### src/rtl/mitch_div.sv
// Pipelined Mitchell logarithmic approximate divider: q ~= a / b, W integer + FRAC fraction bits.
// Build option MITCH_DIV_ROUND_EN: right-shifted quotients round to nearest instead of truncating.
module mitch_div #(
    parameter int W    = 16,
    parameter int FRAC = 8
) (
    input  logic              clk,
    input  logic              rst,
    input  logic              in_valid,
    output logic              in_ready,
    input  logic [W-1:0]      a,
    input  logic [W-1:0]      b,
    output logic              out_valid,
    input  logic              out_ready,
    output logic [W+FRAC-1:0] q,
    output logic              dbz
);
    localparam int KW = $clog2(W);
    localparam int QW = W + FRAC;
    // The antilog shift is biased by RS so it is always a left shift; the
    // quotient is then the window [RS +: QW] of the shifted mantissa.
    localparam int RS = 2 * W - 1;
    localparam int BW = 3 * W + FRAC + 1;
    localparam int SW = $clog2(BW) + 1;

`ifdef MITCH_DIV_ROUND_EN
    localparam logic [BW-1:0] RND = BW'(1) << (RS - 1);
`else
    localparam logic [BW-1:0] RND = '0;
`endif

    function automatic logic [KW-1:0] lead_one(input logic [W-1:0] x);
        lead_one = '0;
        for (int i = 0; i < W; i++)
            if (x[i]) lead_one = KW'(i);
    endfunction

    logic          en;
    logic [3:0]    vld_pipe_q, vld_pipe_d;

    // S1: captured operands
    logic [W-1:0]  a1_q, a1_d, b1_q, b1_d;

    // S2: log domain
    logic [KW-1:0] k1_q, k1_d, k2_q, k2_d;
    logic [W-2:0]  f1_q, f1_d, f2_q, f2_d;
    logic          za2_q, za2_d, zb2_q, zb2_d;

    // S3: mantissa and biased shift amount
    logic [W-1:0]  m3_q, m3_d;
    logic [SW-1:0] sh3_q, sh3_d;
    logic          za3_q, za3_d, zb3_q, zb3_d;

    // Output register
    logic [QW-1:0] q_q, q_d;
    logic          dbz_q, dbz_d;

    logic [KW-1:0] k1_c, k2_c;
    logic [W-2:0]  f1_c, f2_c;
    logic [W-1:0]  d_c, m_c;
    logic          borrow_c;
    logic [SW-1:0] sh_c;
    logic [BW-1:0] big_c, qf_c;
    logic          sat_c;
    logic [QW-1:0] q_c;

    always_comb begin
        k1_c     = lead_one(a1_q);
        k2_c     = lead_one(b1_q);
        f1_c     = (W-1)'(a1_q << (KW'(W - 1) - k1_c));
        f2_c     = (W-1)'(b1_q << (KW'(W - 1) - k2_c));

        // With a borrow, the W-bit wrap of f1-f2 is already 2+f1-f2 in 1.x form.
        d_c      = W'(f1_q) - W'(f2_q);
        borrow_c = f1_q < f2_q;
        m_c      = borrow_c ? d_c : (d_c | (W'(1) << (W - 1)));
        sh_c     = SW'(k1_q) + SW'(FRAC + W) - SW'(k2_q) - SW'(borrow_c);

        big_c    = (BW'(m3_q) << sh3_q) + RND;
        qf_c     = big_c >> RS;
        sat_c    = |qf_c[BW-1:QW];
        if (zb3_q)      q_c = '1;
        else if (za3_q) q_c = '0;
        else if (sat_c) q_c = '1;
        else            q_c = qf_c[QW-1:0];
    end

    always_comb begin
        en         = !vld_pipe_q[3] || out_ready;
        vld_pipe_d = vld_pipe_q;
        a1_d  = a1_q;  b1_d  = b1_q;
        k1_d  = k1_q;  k2_d  = k2_q;
        f1_d  = f1_q;  f2_d  = f2_q;
        za2_d = za2_q; zb2_d = zb2_q;
        m3_d  = m3_q;  sh3_d = sh3_q;
        za3_d = za3_q; zb3_d = zb3_q;
        q_d   = q_q;   dbz_d = dbz_q;
        if (en) begin
            vld_pipe_d = {vld_pipe_q[2:0], in_valid};
            a1_d  = a;
            b1_d  = b;
            k1_d  = k1_c;
            k2_d  = k2_c;
            f1_d  = f1_c;
            f2_d  = f2_c;
            za2_d = (a1_q == '0);
            zb2_d = (b1_q == '0);
            m3_d  = m_c;
            sh3_d = sh_c;
            za3_d = za2_q;
            zb3_d = zb2_q;
            q_d   = q_c;
            dbz_d = zb3_q;
        end
    end

    always_ff @(posedge clk or posedge rst) begin
        if (rst) begin
            vld_pipe_q <= '0;
            a1_q  <= '0; b1_q  <= '0;
            k1_q  <= '0; k2_q  <= '0;
            f1_q  <= '0; f2_q  <= '0;
            za2_q <= 1'b0; zb2_q <= 1'b0;
            m3_q  <= '0; sh3_q <= '0;
            za3_q <= 1'b0; zb3_q <= 1'b0;
            q_q   <= '0; dbz_q <= 1'b0;
        end else begin
            vld_pipe_q <= vld_pipe_d;
            a1_q  <= a1_d;  b1_q  <= b1_d;
            k1_q  <= k1_d;  k2_q  <= k2_d;
            f1_q  <= f1_d;  f2_q  <= f2_d;
            za2_q <= za2_d; zb2_q <= zb2_d;
            m3_q  <= m3_d;  sh3_q <= sh3_d;
            za3_q <= za3_d; zb3_q <= zb3_d;
            q_q   <= q_d;   dbz_q <= dbz_d;
        end
    end

    assign in_ready  = en;
    assign out_valid = vld_pipe_q[3];
    assign q         = q_q;
    assign dbz       = dbz_q;

endmodule

### config.mk
export PLATFORM = sky130hd
export DESIGN_NAME = mitch_div
export DESIGN_NICKNAME = d
export VERILOG_FILES = /design/src/rtl/mitch_div.sv
export SDC_FILE = /design/constraint.sdc
export NUM_CORES = 1
export LEC_CHECK = 0
export ABC_AREA = 1
export BUFFER_PORTS_ARGS = -buffer_cell sky130_fd_sc_hd__buf_2
export CAP_MARGIN = 10
export CORE_MARGIN = 4
export CORE_UTILIZATION = 60
export DETAILED_ROUTE_END_ITERATION = 12
export GPL_TIMING_DRIVEN = 0
export PLACE_DENSITY = 0.8
export SYNTH_ARGS = -nofsm -noshare
export SYNTH_HDL_FRONTEND = slang
export SYNTH_SLANG_ARGS = --single-unit
export TNS_END_PERCENT = 1
### constraint.sdc
create_clock -name clk -period 6.4 [get_ports clk]
set_input_delay 0.64 -clock clk [delete_from_list [all_inputs] [get_ports clk]]
set_output_delay 0.64 -clock clk [all_outputs]
set_load 0.05 [all_outputs]
# Yosys cells after proc, flatten, opt, wreduce, memory -nomap -nowiden
# Index checks and enable logic that the tools add are counted.
dict set report classes {
  n_reduce_logical 5
  shifts 3
  add_sub_neg 6
  n_lt_le_gt_ge 1
  muxes 34
}
# operator n
set ops {}
lappend ops {{2-to-1 mux 4 bit} 26}
lappend ops {{2-to-1 mux 24 bit} 3}
lappend ops {{left shift 16 x 7 -> 57 bit} 1}
lappend ops {{zero test 16 bit} 2}
lappend ops {{left shift 16 x 4 -> 15 bit} 2}
lappend ops {{2-to-1 mux 16 bit} 1}
lappend ops {{subtractor 15 x 15 -> 16 bit} 1}
lappend ops {{less-than comparator 15 bit} 1}
lappend ops {{subtractor 4 bit (first input constant)} 2}
lappend ops {{subtractor 6 x 4 -> 7 bit} 1}
lappend ops {{subtractor 7 x 1 -> 7 bit} 1}
lappend ops {{adder 4 x 5 -> 6 bit (second input constant)} 1}
lappend ops {{2-to-1 mux 2 bit} 2}
lappend ops {{2-to-1 mux 1 bit} 2}
lappend ops {{OR reduction 2 bit} 1}
lappend ops {{zero test 1 bit} 1}
lappend ops {{logical OR 1 bit} 1}
dict set report totals {
  wordCells 64
  ff_bits 126
  inputBits 36
  out_inout_bits 27
}

# Depth between registers and ports, before layout
# Gate-level depths: netlist (run 1).
dict set report depth {
  depth_word 17
  mapped_depth 22
  mapped_depth_nobuf 22
}

# Worst setup path after synthesis (run 1)
# OpenSTA, ideal clock, no wires.
dict set report synth_path {
  path_type {register to register}
  start {register f2_q[0]}
  end {register sh3_q[4]}
  t_required_ns 6.317
  setup_slack_ns 2.548
  synth_period_minus_slack_ns 3.852
  arrival_time_ns 3.769
  n_path_buf 0
  setup_ns 0.083
  path_stages_with_launch 22
  cell_sequence {dfrtp_1 -> ha_1 -> fa_1 -> inv_1 -> nand2_1 -> nand2_1 -> a21oi_1 -> o211ai_1 -> nand2_1 -> nand2_1 -> a21oi_1 -> o21ai_0 -> nand2_1 -> o21a_1 -> fa_1 -> fa_1 -> inv_1 -> ha_1 -> inv_1 -> fa_1 -> xor2_1 -> o21ai_0}
}
dict set report synth_between {
  elab_chain_len 2
}
# item line_no
set synth_lines {}
lappend synth_lines {{start, declared} 46} ;# logic [W-2:0] f1_q, f1_d, f2_q, f2_d;
lappend synth_lines {{start signal, assigned} 122} ;# f1_q <= '0; f2_q <= '0;
lappend synth_lines {{start signal, assigned} 131} ;# f1_q <= f1_d; f2_q <= f2_d;
lappend synth_lines {{less-than comparator 15 bit} 75} ;# borrow_c = f1_q < f2_q;
lappend synth_lines {{subtractor 7 x 1 -> 7 bit} 77} ;# sh_c = SW'(k1_q) + SW'(FRAC + W) - SW'(k2_q) - SW'(borrow_c);
lappend synth_lines {{end signal, assigned} 124} ;# m3_q <= '0; sh3_q <= '0;
lappend synth_lines {{end signal, assigned} 133} ;# m3_q <= m3_d; sh3_q <= sh3_d;
lappend synth_lines {{end, declared} 51} ;# logic [SW-1:0] sh3_q, sh3_d;
# No other way between the ends.
# A chain may end at the register's enable or synchronous reset.

# Final worst setup path (run 1)
dict set report layout_path {
  start {register f1_q[0]}
  end {register sh3_q[4]}
}
dict set report layout_between {
  elab_chain_len 2
}
# item line_no
set layout_lines {}
lappend layout_lines {{start, declared} 46}
lappend layout_lines {{start signal, assigned} 122}
lappend layout_lines {{start signal, assigned} 131}
lappend layout_lines {{less-than comparator 15 bit} 75}
lappend layout_lines {{subtractor 7 x 1 -> 7 bit} 77}
# No other way between the ends.

==> results of run 1 <==
## flip-flops by register name, indices dropped and copies added (netlist names), 4 cells and up
| name | cells |
|---|---|
| a1_q | 16 |
| b1_q | 16 |
| f1_q | 15 |
| f2_q | 15 |
| k1_q | 4 |
| k2_q | 4 |
| m3_q | 16 |
| q | 24 |
| sh3_q | 6 |
| vld_pipe_q | 4 |
## Yosys cell counts (2+ instances only)
library cell,n
sky130_fd_sc_hd__nand2_1,371
sky130_fd_sc_hd__nand3_1,136
sky130_fd_sc_hd__dfrtp_1,125
sky130_fd_sc_hd__o21ai_0,121
sky130_fd_sc_hd__inv_1,111
sky130_fd_sc_hd__nor2_1,57
sky130_fd_sc_hd__a21oi_1,32
sky130_fd_sc_hd__clkbuf_1,28
sky130_fd_sc_hd__o21ai_1,25
sky130_fd_sc_hd__ha_1,18
sky130_fd_sc_hd__o22ai_1,14
sky130_fd_sc_hd__buf_2,13
sky130_fd_sc_hd__nand4_1,12
sky130_fd_sc_hd__buf_1,9
sky130_fd_sc_hd__o211ai_1,8
sky130_fd_sc_hd__buf_6,6
sky130_fd_sc_hd__fa_1,5
sky130_fd_sc_hd__nor3_1,5
sky130_fd_sc_hd__or2_2,5
sky130_fd_sc_hd__xor2_1,5
sky130_fd_sc_hd__nand2_2,4
sky130_fd_sc_hd__o21ai_2,4
sky130_fd_sc_hd__mux2i_1,3
sky130_fd_sc_hd__nand3_2,3
sky130_fd_sc_hd__o21a_1,3
sky130_fd_sc_hd__a22oi_1,2
sky130_fd_sc_hd__a31oi_1,2
sky130_fd_sc_hd__buf_4,2
sky130_fd_sc_hd__clkinv_1,2
sky130_fd_sc_hd__inv_4,2
sky130_fd_sc_hd__nor4_1,2
sky130_fd_sc_hd__o21bai_1,2
sky130_fd_sc_hd__o31ai_1,2
sky130_fd_sc_hd__o32ai_1,2
## cell families after synthesis
group / Yosys count / share of synthesized area
and+or+nand+nor: 598 / 0.3137
AOI/OAI and AO/OA: 224 / 0.1551
buffers and inverters: 174 / 0.09058
DFF: 125 / 0.3898
adders and majority gates: 23 / 0.04054
xor gates and xnor gates: 6 / 0.006548
muxes: 3 / 0.003742
## worst max-delay path by stage
stage | endpoint | slack (ns)
after floorplan | a1_q[0] | 2.43
after global placement | q[15] | 1.10
after detailed placement | sh3_q[4] | 2.09
after CTS | sh3_q[4] | 2.03
after global routing | sh3_q[4] | 1.71
final | sh3_q[4] | 2.00
## per-layer routing
layer  up-vias  wire length [um]  GRT usage
li1       3960                 -          -
met1      3676              9648     0.4114
met2       298             10550     0.4951
met3        62              1276    0.05041
met4         0               758     0.1315
met5         -                 0          0
## layout make-up
cell class	instances	area, um2	share of cell area
Multi-Input combinational cell	854	4170	0.4543
Sequential cell	125	3128	0.3408
Inverter	116	445.4	0.04853
Clock buffer	18	439.2	0.04785
Timing Repair Buffer	63	337.8	0.03680
Buffer	58	286.5	0.03122
Tap cell	172	215.2	0.02345
Clock inverter	14	156.4	0.01704
## metrics by stage
step	util	worst slack, ns	hold WS [ns]	power [uW]
detailed placement	0.6666	2.085	0.4424	4462
floorplan	-	2.432	0.4198	3684
CTS	0.7129	2.030	0.3095	5465
finish	0.7129	2.001	0.2850	5507
global placement	0.6641	1.103	0.4375	4418
global route	0.7129	1.710	0.3400	5985
## power groups by stage
| stage | sequential (uW) | combinational (uW) | clock [uW] |
|---|---|---|---|
| after floorplan | 1450 | 2230 | 0 |
| after global placement | 1310 | 3110 | 0 |
| after detailed placement | 1320 | 3140 | 0 |
| after CTS | 1310 | 3180 | 972 |
| after global routing | 1340 | 3630 | 1010 |
| final | 1310 | 3220 | 971 |
==> metrics.txt, run 1 <==
CTS sink count 125; largest voltage drop on the vdd net 344.1 uV; dpl hpwl 16.60 mm; Initial DRC Count 797; Critical Path Stages 22; max-cap violations 0; number of flops mapped to enable cells by yosys 0; Clock Pin Slew Worst Setup and Hold Paths 0.06 ns; critical-path cell list inv_1 > ha_1 > fa_1 > inv_1 > nand2_1 > nand2_1 > a21oi_1 > o211ai_1 > nand2_1 > nand2_1 > a21oi_1 > o21ai_0 > nand2_1 > o21a_1 > fa_1 > fa_1 > inv_1 > ha_1 > inv_1 > fa_1 > xor2_1 > o21ai_0; count of final setup violators 0; clock power share 0.176; Rel. slew slack 0.5417; CP max FO 3; top cell type by total area after synthesis sky130_fd_sc_hd__dfrtp_1; sequential group share of total power 0.238; endpoint class of the critical path flip-flop; Power Internal 2751 uW; Die Span X 123.7 um; quantity of hold-fixing buffers added after cts 0; count of distinct cell types in the synthesized netlist 46; die outline height 123.7 um; Most common cell on crit path sky130_fd_sc_hd__nand2_1; Post-layout nets 1294; total vias in the final route 7996; hold violation count in the final report 0; number of CTS-inserted buffers 17; fraction of layout cells with a size suffix above 1 0.1122; antenna-violating nets left 0; worst hold path class input port to async pin; Area growth syn-to-layout 14.37%; Total GRT Usage 0.3068; maximum achievable frequency 0.2273 GHz; mapped cell area 0.008025 mm2; cell at the slowest stage of the critical path sky130_fd_sc_hd__fa_1; count of filler cells inserted in the layout 1108; Fin Clk Skew 0.007451 ns; initial standard-cell utilization of the core 0.6233; setup slack of the worst register-to-register path 2.00 ns; ratio of total power to cell area 600.0 mW/mm2; buffers added on ports 62; leakage power summed over all cells 0.004744 uW; global-route wire length before repair 36.31 mm; longest individual stage delay on the worst path 0.44 ns; via-per-instance ratio 5.631; drt wl/cell 15.66 um; final weighted congestion of routability-driven global placement 0.9699; post-cts resize count 0; dominant delay contributor by cell family on the critical path adder cells; overall overflow remaining after global route 0; vias in the first global route 7343; origin of the worst setup path f1_q[0]; most used flip-flop cell after synthesis sky130_fd_sc_hd__dfrtp_1; proportion of synthesized chip area in sequential cells 0.3898; number of warnings issued by yosys 0; count of H-tree levels built during CTS 4; arrival time worst endpoint 4.74 ns; core area 0.01288 mm2; share of the synthesized area in the top cell type 0.3898; share of synthesized registers carrying an async set or reset 1.000; cell area after placement 0.008583 mm2; Crit Reg-Reg Startpoint f1_q[0]; combinational fraction of design power 0.585; post-synthesis register bit count 125; data required time at the worst endpoint 6.74 ns; setup repair after global routing missed its margin false; clock period minus final worst setup slack 4.399 ns; post-route setup TNS 0 ns; count of mapped cells out of synthesis 1153; commonest non-fill, non-tap cells in the layout 371 x sky130_fd_sc_hd__nand2_1, 136 x sky130_fd_sc_hd__nand3_1, 125 x sky130_fd_sc_hd__dfrtp_1; cell types with the largest area share after synthesis sky130_fd_sc_hd__dfrtp_1 39%, sky130_fd_sc_hd__nand2_1 17%, sky130_fd_sc_hd__nand3_1 8.5%, sky130_fd_sc_hd__o21ai_0 7.5%, sky130_fd_sc_hd__inv_1 5.2%; Final Slew Violations 0; switching power summed over all nets 2756 uW; most common cell after layout, fill and taps aside sky130_fd_sc_hd__nand2_1; number of buffer and inverter stages on the critical path 4; I/O pin cnt 63; Cells after DPL 1388; maximum number of pins on one net before global-route repair 66; average footprint of a synthesized cell 6.960 um2; actual slew at the worst max-slew pin 0.6874 ns; synthesized net count 1212; critical path type flip-flop to flip-flop; Critical Path Source Type flip-flop; # rows 41; number of antenna cells inserted 0; result of the run finished clean; post-route clock period utilization 0.6874; depth of the worst register-to-register path 22; area of all placed cells without fillers 0.009179 mm2; Post-Layout Cell Count 1420; terminus of the critical flop-to-flop path sh3_q[4]; CTS max path bufs 2; count of unresolved DRC violations after routing 0; Total Wirelength 22.24 mm; Net Sw Frac 0.5004; drt pass-1 iters 7; buffers inserted by post-CTS timing repair 0; clock tree from TritonCTS yes; number of antenna violations at the first check in global routing 0; clock tree root driver cell sky130_fd_sc_hd__clkbuf_16; clock latency reported for the late side of the worst-skew pair 0.43 ns; full die area 0.01529 mm2
Note: power is estimated with default switching activity, not from simulation.
==> run 2: changes to the inputs <==
--- a/config.mk
+++ b/config.mk
@@ -9,10 +9,10 @@
 export BUFFER_PORTS_ARGS = -buffer_cell sky130_fd_sc_hd__buf_2
 export CAP_MARGIN = 10
 export CORE_MARGIN = 4
-export CORE_UTILIZATION = 60
+export CORE_UTILIZATION = 55
 export DETAILED_ROUTE_END_ITERATION = 12
 export GPL_TIMING_DRIVEN = 0
-export PLACE_DENSITY = 0.8
+export PLACE_DENSITY = 0.77
 export SYNTH_ARGS = -nofsm -noshare
 export SYNTH_HDL_FRONTEND = slang
 export SYNTH_SLANG_ARGS = --single-unit
==> constraint.sdc (replaced) <==
create_clock -name clk -period 3.6 [get_ports clk]
set_input_delay 0.36 -clock clk [delete_from_list [all_inputs] [get_ports clk]]
set_output_delay 0.36 -clock clk [all_outputs]
set_load 0.05 [all_outputs]
==> metrics.txt, run 2 (synthesis gave the netlist of run 1 again) <==
result of the run finished, violations left; violated checks setup timing; buffers added on ports 62 (unchanged); via-per-instance ratio 5.705 (+1.3%); critical path type flip-flop to flip-flop; count of unresolved DRC violations after routing 0 (unchanged); number of antenna cells inserted 0 (unchanged); cell area after placement 0.008601 mm2 (+0.20%); final weighted congestion of routability-driven global placement 0.9667 (-0.33%); combinational fraction of design power 0.618 (+0.033); commonest non-fill, non-tap cells in the layout 368 x sky130_fd_sc_hd__nand2_1, 135 x sky130_fd_sc_hd__nand3_1, 125 x sky130_fd_sc_hd__dfrtp_1; Power Internal 5781 uW (+110%); leakage power summed over all cells 0.004976 uW (+4.9%); longest individual stage delay on the worst path 0.43 ns (about the same); full die area 0.01659 mm2 (+8.5%); count of final setup violators 4 (+4); ratio of total power to cell area 1155 mW/mm2 (+92%); maximum number of pins on one net before global-route repair 101 (+53%); global-route wire length before repair 38.45 mm (+5.9%); Die Span X 128.8 um (+4.2%); clock latency reported for the late side of the worst-skew pair 0.43 ns (about the same); sequential group share of total power 0.210 (-0.028); Initial DRC Count 876 (+9.9%); switching power summed over all nets 5361 uW (+95%); endpoint class of the critical path flip-flop; number of buffer and inverter stages on the critical path 3 (-1); total vias in the final route 8352 (+4.5%); critical-path cell list ha_4 > fa_2 > inv_2 > nand2_2 > nand2_2 > a21oi_2 > o211ai_1 > nand2_1 > nand2_1 > a21oi_2 > o21ai_2 > nand2_1 > o21a_1 > fa_2 > fa_2 > inv_2 > ha_4 > inv_2 > fa_2 > xor2_2 > o21ai_1; count of H-tree levels built during CTS 4 (unchanged); clock period minus final worst setup slack 4.058 ns (-0.3411 ns); CP max FO 2 (-1); drt wl/cell 16.45 um (+5.1%); Clock Pin Slew Worst Setup and Hold Paths 0.06 ns (about the same); maximum achievable frequency 0.2464 GHz (+8.4%); antenna-violating nets left 0 (unchanged); hold violation count in the final report 0 (unchanged); core area 0.01410 mm2 (+9.5%); most common cell after layout, fill and taps aside sky130_fd_sc_hd__nand2_1; Most common cell on crit path sky130_fd_sc_hd__fa_2; arrival time worst endpoint 4.36 ns (-0.38 ns); data required time at the worst endpoint 3.90 ns (-2.84 ns); cell at the slowest stage of the critical path sky130_fd_sc_hd__dfrtp_1; actual slew at the worst max-slew pin 0.7551 ns (+0.06764 ns); I/O pin cnt 63 (unchanged); setup repair after global routing missed its margin true; post-route clock period utilization 1.127 (+0.4399); Rel. slew slack 0.4966 (-0.04510); flip-flop count of the largest register, all copies and words added 24 (unchanged); drt pass-1 iters 6 (-1); Critical Path Source Type flip-flop; fraction of layout cells with a size suffix above 1 0.1503 (+0.03813); overall overflow remaining after global route 0 (unchanged); Fin Clk Skew 0.006865 ns (-0.0005863 ns); initial standard-cell utilization of the core 0.5693 (-0.05394); dpl hpwl 16.64 mm (+0.23%); CTS sink count 125 (unchanged); post-placement setup slack -0.5335 ns (-2.619 ns); CTS max path bufs 2 (unchanged); clock tree from TritonCTS yes; Post-layout nets 1330 (+2.8%); number of antenna violations at the first check in global routing 0 (unchanged); vias in the first global route 7883 (+7.4%); Net Sw Frac 0.4811 (-0.01930); Area growth syn-to-layout 20.25%; max-cap violations 0 (unchanged); Post-Layout Cell Count 1464 (+3.1%); worst hold path class input port to flip-flop; number of CTS-inserted buffers 17 (unchanged); die outline height 128.8 um (+4.2%); dominant delay contributor by cell family on the critical path adder cells; Final Slew Violations 0 (unchanged); Final WS setup -0.4580 ns (-2.459 ns); clock tree root driver cell sky130_fd_sc_hd__clkbuf_16; Total Wirelength 24.08 mm (+8.3%); largest voltage drop on the vdd net 530.5 uV (+54%); Total GRT Usage 0.2913 (-0.01549); clock power share 0.172 (-0.004); Cells after DPL 1396 (+0.58%); # rows 43 (+4.9%); area of all placed cells without fillers 0.009651 mm2 (+5.1%)
==> run 2: cell types whose count changed in the layout (fill, tap and decap cells not counted), moves of 3 or more <==
cell                        previous run  this run
sky130_fd_sc_hd__bufinv_16             2         5
sky130_fd_sc_hd__buf_4                 2        22
sky130_fd_sc_hd__fa_2                  0         4
sky130_fd_sc_hd__inv_6                 6         3
sky130_fd_sc_hd__nand2_2               4         7
sky130_fd_sc_hd__o21ai_0             121       116
sky130_fd_sc_hd__inv_2                 1         5
sky130_fd_sc_hd__inv_1               110       106
sky130_fd_sc_hd__fa_1                  5         1
sky130_fd_sc_hd__buf_6                 6        21
sky130_fd_sc_hd__nand2_1             371       368
sky130_fd_sc_hd__o21ai_1              25        29
==> run 2: final timing paths <==
kind                                     from             to  slack, ns  cells past startpoint
min in group asynchronous                 rst          q[14]       0.43                      3
worst min register to register  vld_pipe_q[2]  vld_pipe_q[3]       0.46                      2
worst max-delay path                  f2_q[0]       sh3_q[4]      -0.46                     21
worst max register to register        f2_q[0]       sh3_q[4]      -0.46                     21
max in group asynchronous                 rst           q[9]       2.40                      4
worst min-delay path                 in_valid  vld_pipe_q[0]       0.12                      3
==> run 2: layer usage <==
layer / wire length (um) / share of wire / track usage / up-vias
li1: - / - / - / 4039
met5: 0 / 0 / 0 / -
met1: 9760 / 0.41 / 0.3622 / 3846
met2: 11520 / 0.48 / 0.4902 / 379
met3: 1776 / 0.074 / 0.05479 / 88
met4: 1022 / 0.042 / 0.1377 / 0
==> run 2: final cells by class <==
type	count	area (um2)
plain buffers	58	286.5
clock buffers	18	439.2
clock inverters	14	215.2
fillers	1211	4446
inverters	116	445.4
multi-input cells	854	4244
flip-flops and latches	125	3128
well taps	180	225.2
repair buffers	99	666.9
==> run 2: timing repair <==
| action | in CTS | in global routing |
|---|---|---|
| setup buffers | 29 | 7 |
| pin swaps | 16 | 11 |
| hold endpoints to repair | 25 | 0 |
| endpoints found under the setup margin | 4 | 6 |
| resized for setup | 28 | 9 |
| hold buffers | 1 | 0 |
==> run 2: worst register-to-register path, cell delays in order, from the launching register on <==
cell and delay [ns]:
sky130_fd_sc_hd__dfrtp_1 0.43, sky130_fd_sc_hd__ha_4 0.20, sky130_fd_sc_hd__fa_2 0.33, sky130_fd_sc_hd__inv_2 0.07
sky130_fd_sc_hd__nand2_2 0.05, sky130_fd_sc_hd__nand2_2 0.06, sky130_fd_sc_hd__a21oi_2 0.05, sky130_fd_sc_hd__o211ai_1 0.33
sky130_fd_sc_hd__nand2_1 0.16, sky130_fd_sc_hd__nand2_1 0.10, sky130_fd_sc_hd__a21oi_2 0.07, sky130_fd_sc_hd__o21ai_2 0.18
sky130_fd_sc_hd__nand2_1 0.11, sky130_fd_sc_hd__o21a_1 0.22, sky130_fd_sc_hd__fa_2 0.38, sky130_fd_sc_hd__fa_2 0.36
sky130_fd_sc_hd__inv_2 0.08, sky130_fd_sc_hd__ha_4 0.13, sky130_fd_sc_hd__inv_2 0.03, sky130_fd_sc_hd__fa_2 0.35
sky130_fd_sc_hd__xor2_2 0.15, sky130_fd_sc_hd__o21ai_1 0.07
==> run 2: stage by stage <==
| stage | TNS, ns | hold slack [ns] | total power, uW | utilization |
|---|---|---|---|---|
| 5_1_grt | -1.768 | 0.1366 | 11950 | 0.6846 |
| 6_report | -1.129 | 0.1221 | 11140 | 0.6846 |
| 4_1_cts | -0.9831 | 0.1210 | 10600 | 0.6783 |
| 3_3_place_gp | -191.87 | 0.4365 | 7857 | 0.6078 |
| 2_1_floorplan | -11.16 | 0.4198 | 6561 | - |
| 3_5_place_dp | -1.137 | 0.3471 | 7942 | 0.6102 |
==> run 2: power by group through the flow <==
stage	registers [uW]	clock network (uW)	logic, uW
after detailed placement	2340	0	5600
after floorplan	2580	0	3980
final	2340	1920	6880
after global placement	2330	0	5530
after CTS	2320	1920	6360
after global routing	2400	1990	7550
==> run 3: changes to the inputs <==
--- a/config.mk
+++ b/config.mk
@@ -13,6 +13,7 @@
 export DETAILED_ROUTE_END_ITERATION = 12
 export GPL_TIMING_DRIVEN = 0
 export PLACE_DENSITY = 0.77
+export REMOVE_ABC_BUFFERS = 1
 export SYNTH_ARGS = -nofsm -noshare
 export SYNTH_HDL_FRONTEND = slang
 export SYNTH_SLANG_ARGS = --single-unit
==> metrics.txt, run 3 (synthesis gave the netlist of run 1 again) <==
Hold WS 0.1374 ns (+0.01525 ns); total power consumption of the routed design 9687 uW (-13%); CTS max path bufs 2 (unchanged); arrival time worst endpoint 4.07 ns (-0.29 ns); Initial DRC Count 547 (-38%); count of H-tree levels built during CTS 4 (unchanged); final weighted congestion of routability-driven global placement 0.9090 (-6.0%); most common cell after layout, fill and taps aside sky130_fd_sc_hd__nand2_1; Final WS setup -0.1613 ns (+0.2967 ns); core area 0.01410 mm2 (unchanged); largest voltage drop on the vdd net 583.8 uV (+10%); cell area after placement 0.008357 mm2 (-2.8%); Fin Clk Skew 0.007873 ns (+0.001008 ns); Post-Layout Cell Count 1386 (-5.3%); fraction of layout cells with a size suffix above 1 0.1260 (-0.02428); Clock Pin Slew Worst Setup and Hold Paths 0.06 ns (about the same); vias in the first global route 6903 (-12%); dpl hpwl 13.39 mm (-19%); setup repair after global routing missed its margin true; origin of the worst setup path f2_q[0]; data required time at the worst endpoint 3.91 ns (about the same); I/O pin cnt 63 (unchanged); leakage power summed over all cells 0.004686 uW (-5.8%); maximum achievable frequency 0.2659 GHz (+7.9%); maximum number of pins on one net before global-route repair 112 (+11%); buffers added on ports 62 (unchanged); worst min-delay path startpoint b[14]; endpoint class of the critical path flip-flop; drt wl/cell 14.07 um (-14%); Die Span X 128.8 um (unchanged); number of antenna violations at the first check in global routing 0 (unchanged); total vias in the final route 7586 (-9.2%); initial standard-cell utilization of the core 0.5693 (unchanged); flip-flop count of the largest register, all copies and words added 24 (unchanged); final design utilization 0.6458 (-0.03879); clock tree root driver cell sky130_fd_sc_hd__clkbuf_16; Total GRT Usage 0.2423 (-0.04904); Critical Path Source Type flip-flop; Crit Reg-Reg Startpoint f2_q[0]; area of all placed cells without fillers 0.009104 mm2 (-5.7%); die outline height 128.8 um (unchanged); Cells after DPL 1340 (-4.0%); Total Wirelength 19.50 mm (-19%); hold violation count in the final report 0 (unchanged); Post-layout nets 1252 (-5.9%); violated checks setup timing; clock period minus final worst setup slack 3.761 ns (-0.2967 ns); Final Slew Violations 0 (unchanged); count of final setup violators 2 (-2); CTS sink count 125 (unchanged); clock tree from TritonCTS yes; critical path type flip-flop to flip-flop; antenna-violating nets left 0 (unchanged); actual slew at the worst max-slew pin 1.166 ns (+0.4107 ns); count of filler cells inserted in the layout 1276 (+5.4%); max-cap violations 0 (unchanged); full die area 0.01659 mm2 (unchanged); ratio of total power to cell area 1064 mW/mm2 (-7.8%); # rows 43 (unchanged); via-per-instance ratio 5.473 (-4.1%); clock latency reported for the late side of the worst-skew pair 0.43 ns (about the same); commonest non-fill, non-tap cells in the layout 369 x sky130_fd_sc_hd__nand2_1, 136 x sky130_fd_sc_hd__nand3_1, 125 x sky130_fd_sc_hd__dfrtp_1; overall overflow remaining after global route 0 (unchanged); number of antenna cells inserted 0 (unchanged); worst hold path class input port to flip-flop; drt pass-1 iters 5 (-1); number of CTS-inserted buffers 17 (unchanged); area occupied by registers 0.003128 mm2 (unchanged); count of unresolved DRC violations after routing 0 (unchanged); Area growth syn-to-layout 13.44%; CP max FO 2 (unchanged); multi-input combinational cell area 0.004233 mm2 (-0.27%); Rel. slew slack 0.2228 (-0.2738); global-route wire length before repair 32.60 mm (-15%); post-route clock period utilization 1.045 (-0.08242); result of the run finished, violations left
==> run 3: changes by cell type in the layout (fill, tap and decap cells not counted), sizes merged <==
cell / before / now
bufinv: 5 / 2
clkinv: 7 / 9
inv: 116 / 115
clkbuf: 46 / 18
clkinvlp: 2 / 4
buf: 128 / 78
==> run 3: worst paths after layout <==
path | cells after the start | endpoint | slack (ns)
max | 20 | sh3_q[3] | -0.16
max in group asynchronous | 4 | b1_q[12] | 2.42
min | 3 | b1_q[14] | 0.14
min in group asynchronous | 3 | q[14] | 0.44
min reg2reg | 2 | vld_pipe_q[3] | 0.47
max reg2reg | 20 | sh3_q[3] | -0.16
==> run 3: power breakdown <==
part | switching [uW] | internal, uW
combinational | 3620 | 1940
clock | 659 | 1030
sequential | 461 | 1980
==> run 3: worst max-delay path, stage by stage, from the launching register on <==
cell and delay, ns:
sky130_fd_sc_hd__dfrtp_1 0.41, sky130_fd_sc_hd__ha_4 0.18, sky130_fd_sc_hd__fa_2 0.34, sky130_fd_sc_hd__inv_2 0.08, sky130_fd_sc_hd__nand2_2 0.06, sky130_fd_sc_hd__nand2_2 0.07, sky130_fd_sc_hd__a21oi_2 0.06, sky130_fd_sc_hd__o211ai_1 0.19
sky130_fd_sc_hd__nand2_1 0.09, sky130_fd_sc_hd__nand2_1 0.08, sky130_fd_sc_hd__a21oi_2 0.07, sky130_fd_sc_hd__o21ai_2 0.14, sky130_fd_sc_hd__nand2_1 0.09, sky130_fd_sc_hd__o21a_1 0.22, sky130_fd_sc_hd__fa_2 0.36, sky130_fd_sc_hd__fa_2 0.34
sky130_fd_sc_hd__inv_2 0.08, sky130_fd_sc_hd__ha_4 0.14, sky130_fd_sc_hd__inv_2 0.04, sky130_fd_sc_hd__fa_2 0.56, sky130_fd_sc_hd__o21ai_2 0.05
==> run 3: final cells by class <==
type / instances / area share
flip-flops and latches: 125 / 0.3436
well taps: 180 / 0.02474
multi-input cells: 854 / 0.4650
clock buffers: 18 / 0.04824
clock inverters: 14 / 0.01594
repair buffers: 79 / 0.05333
inverters: 116 / 0.04920
==> run 3: repair_timing <==
item / in CTS / in global routing
hold buffers: 1 / 0
endpoints found under the hold margin: 28 / 0
gates cloned: 0 / 0
endpoints found under the setup margin: 4 / 4
gates resized for setup: 20 / 1
pin swaps: 14 / 14
buffers inserted: 6 / 5
==> run 3: metrics by stage <==
stage | TNS, ns | worst slack (ns)
2_1_floorplan | -307.33 | -3.684
3_3_place_gp | -792.03 | -6.649
3_5_place_dp | -1.607 | -0.6769
4_1_cts | -0.5238 | -0.2700
5_1_grt | -0.7188 | -0.3861
6_report | -0.3196 | -0.1613
==> run 3: metal layers <==
metal  track usage  vias up  part of all wire
li1              -     3871                 -
met1        0.3180     3459              0.45
met2        0.3997      216              0.48
met3       0.04649       40             0.045
met4       0.09018        0             0.029
met5             0        -                 0
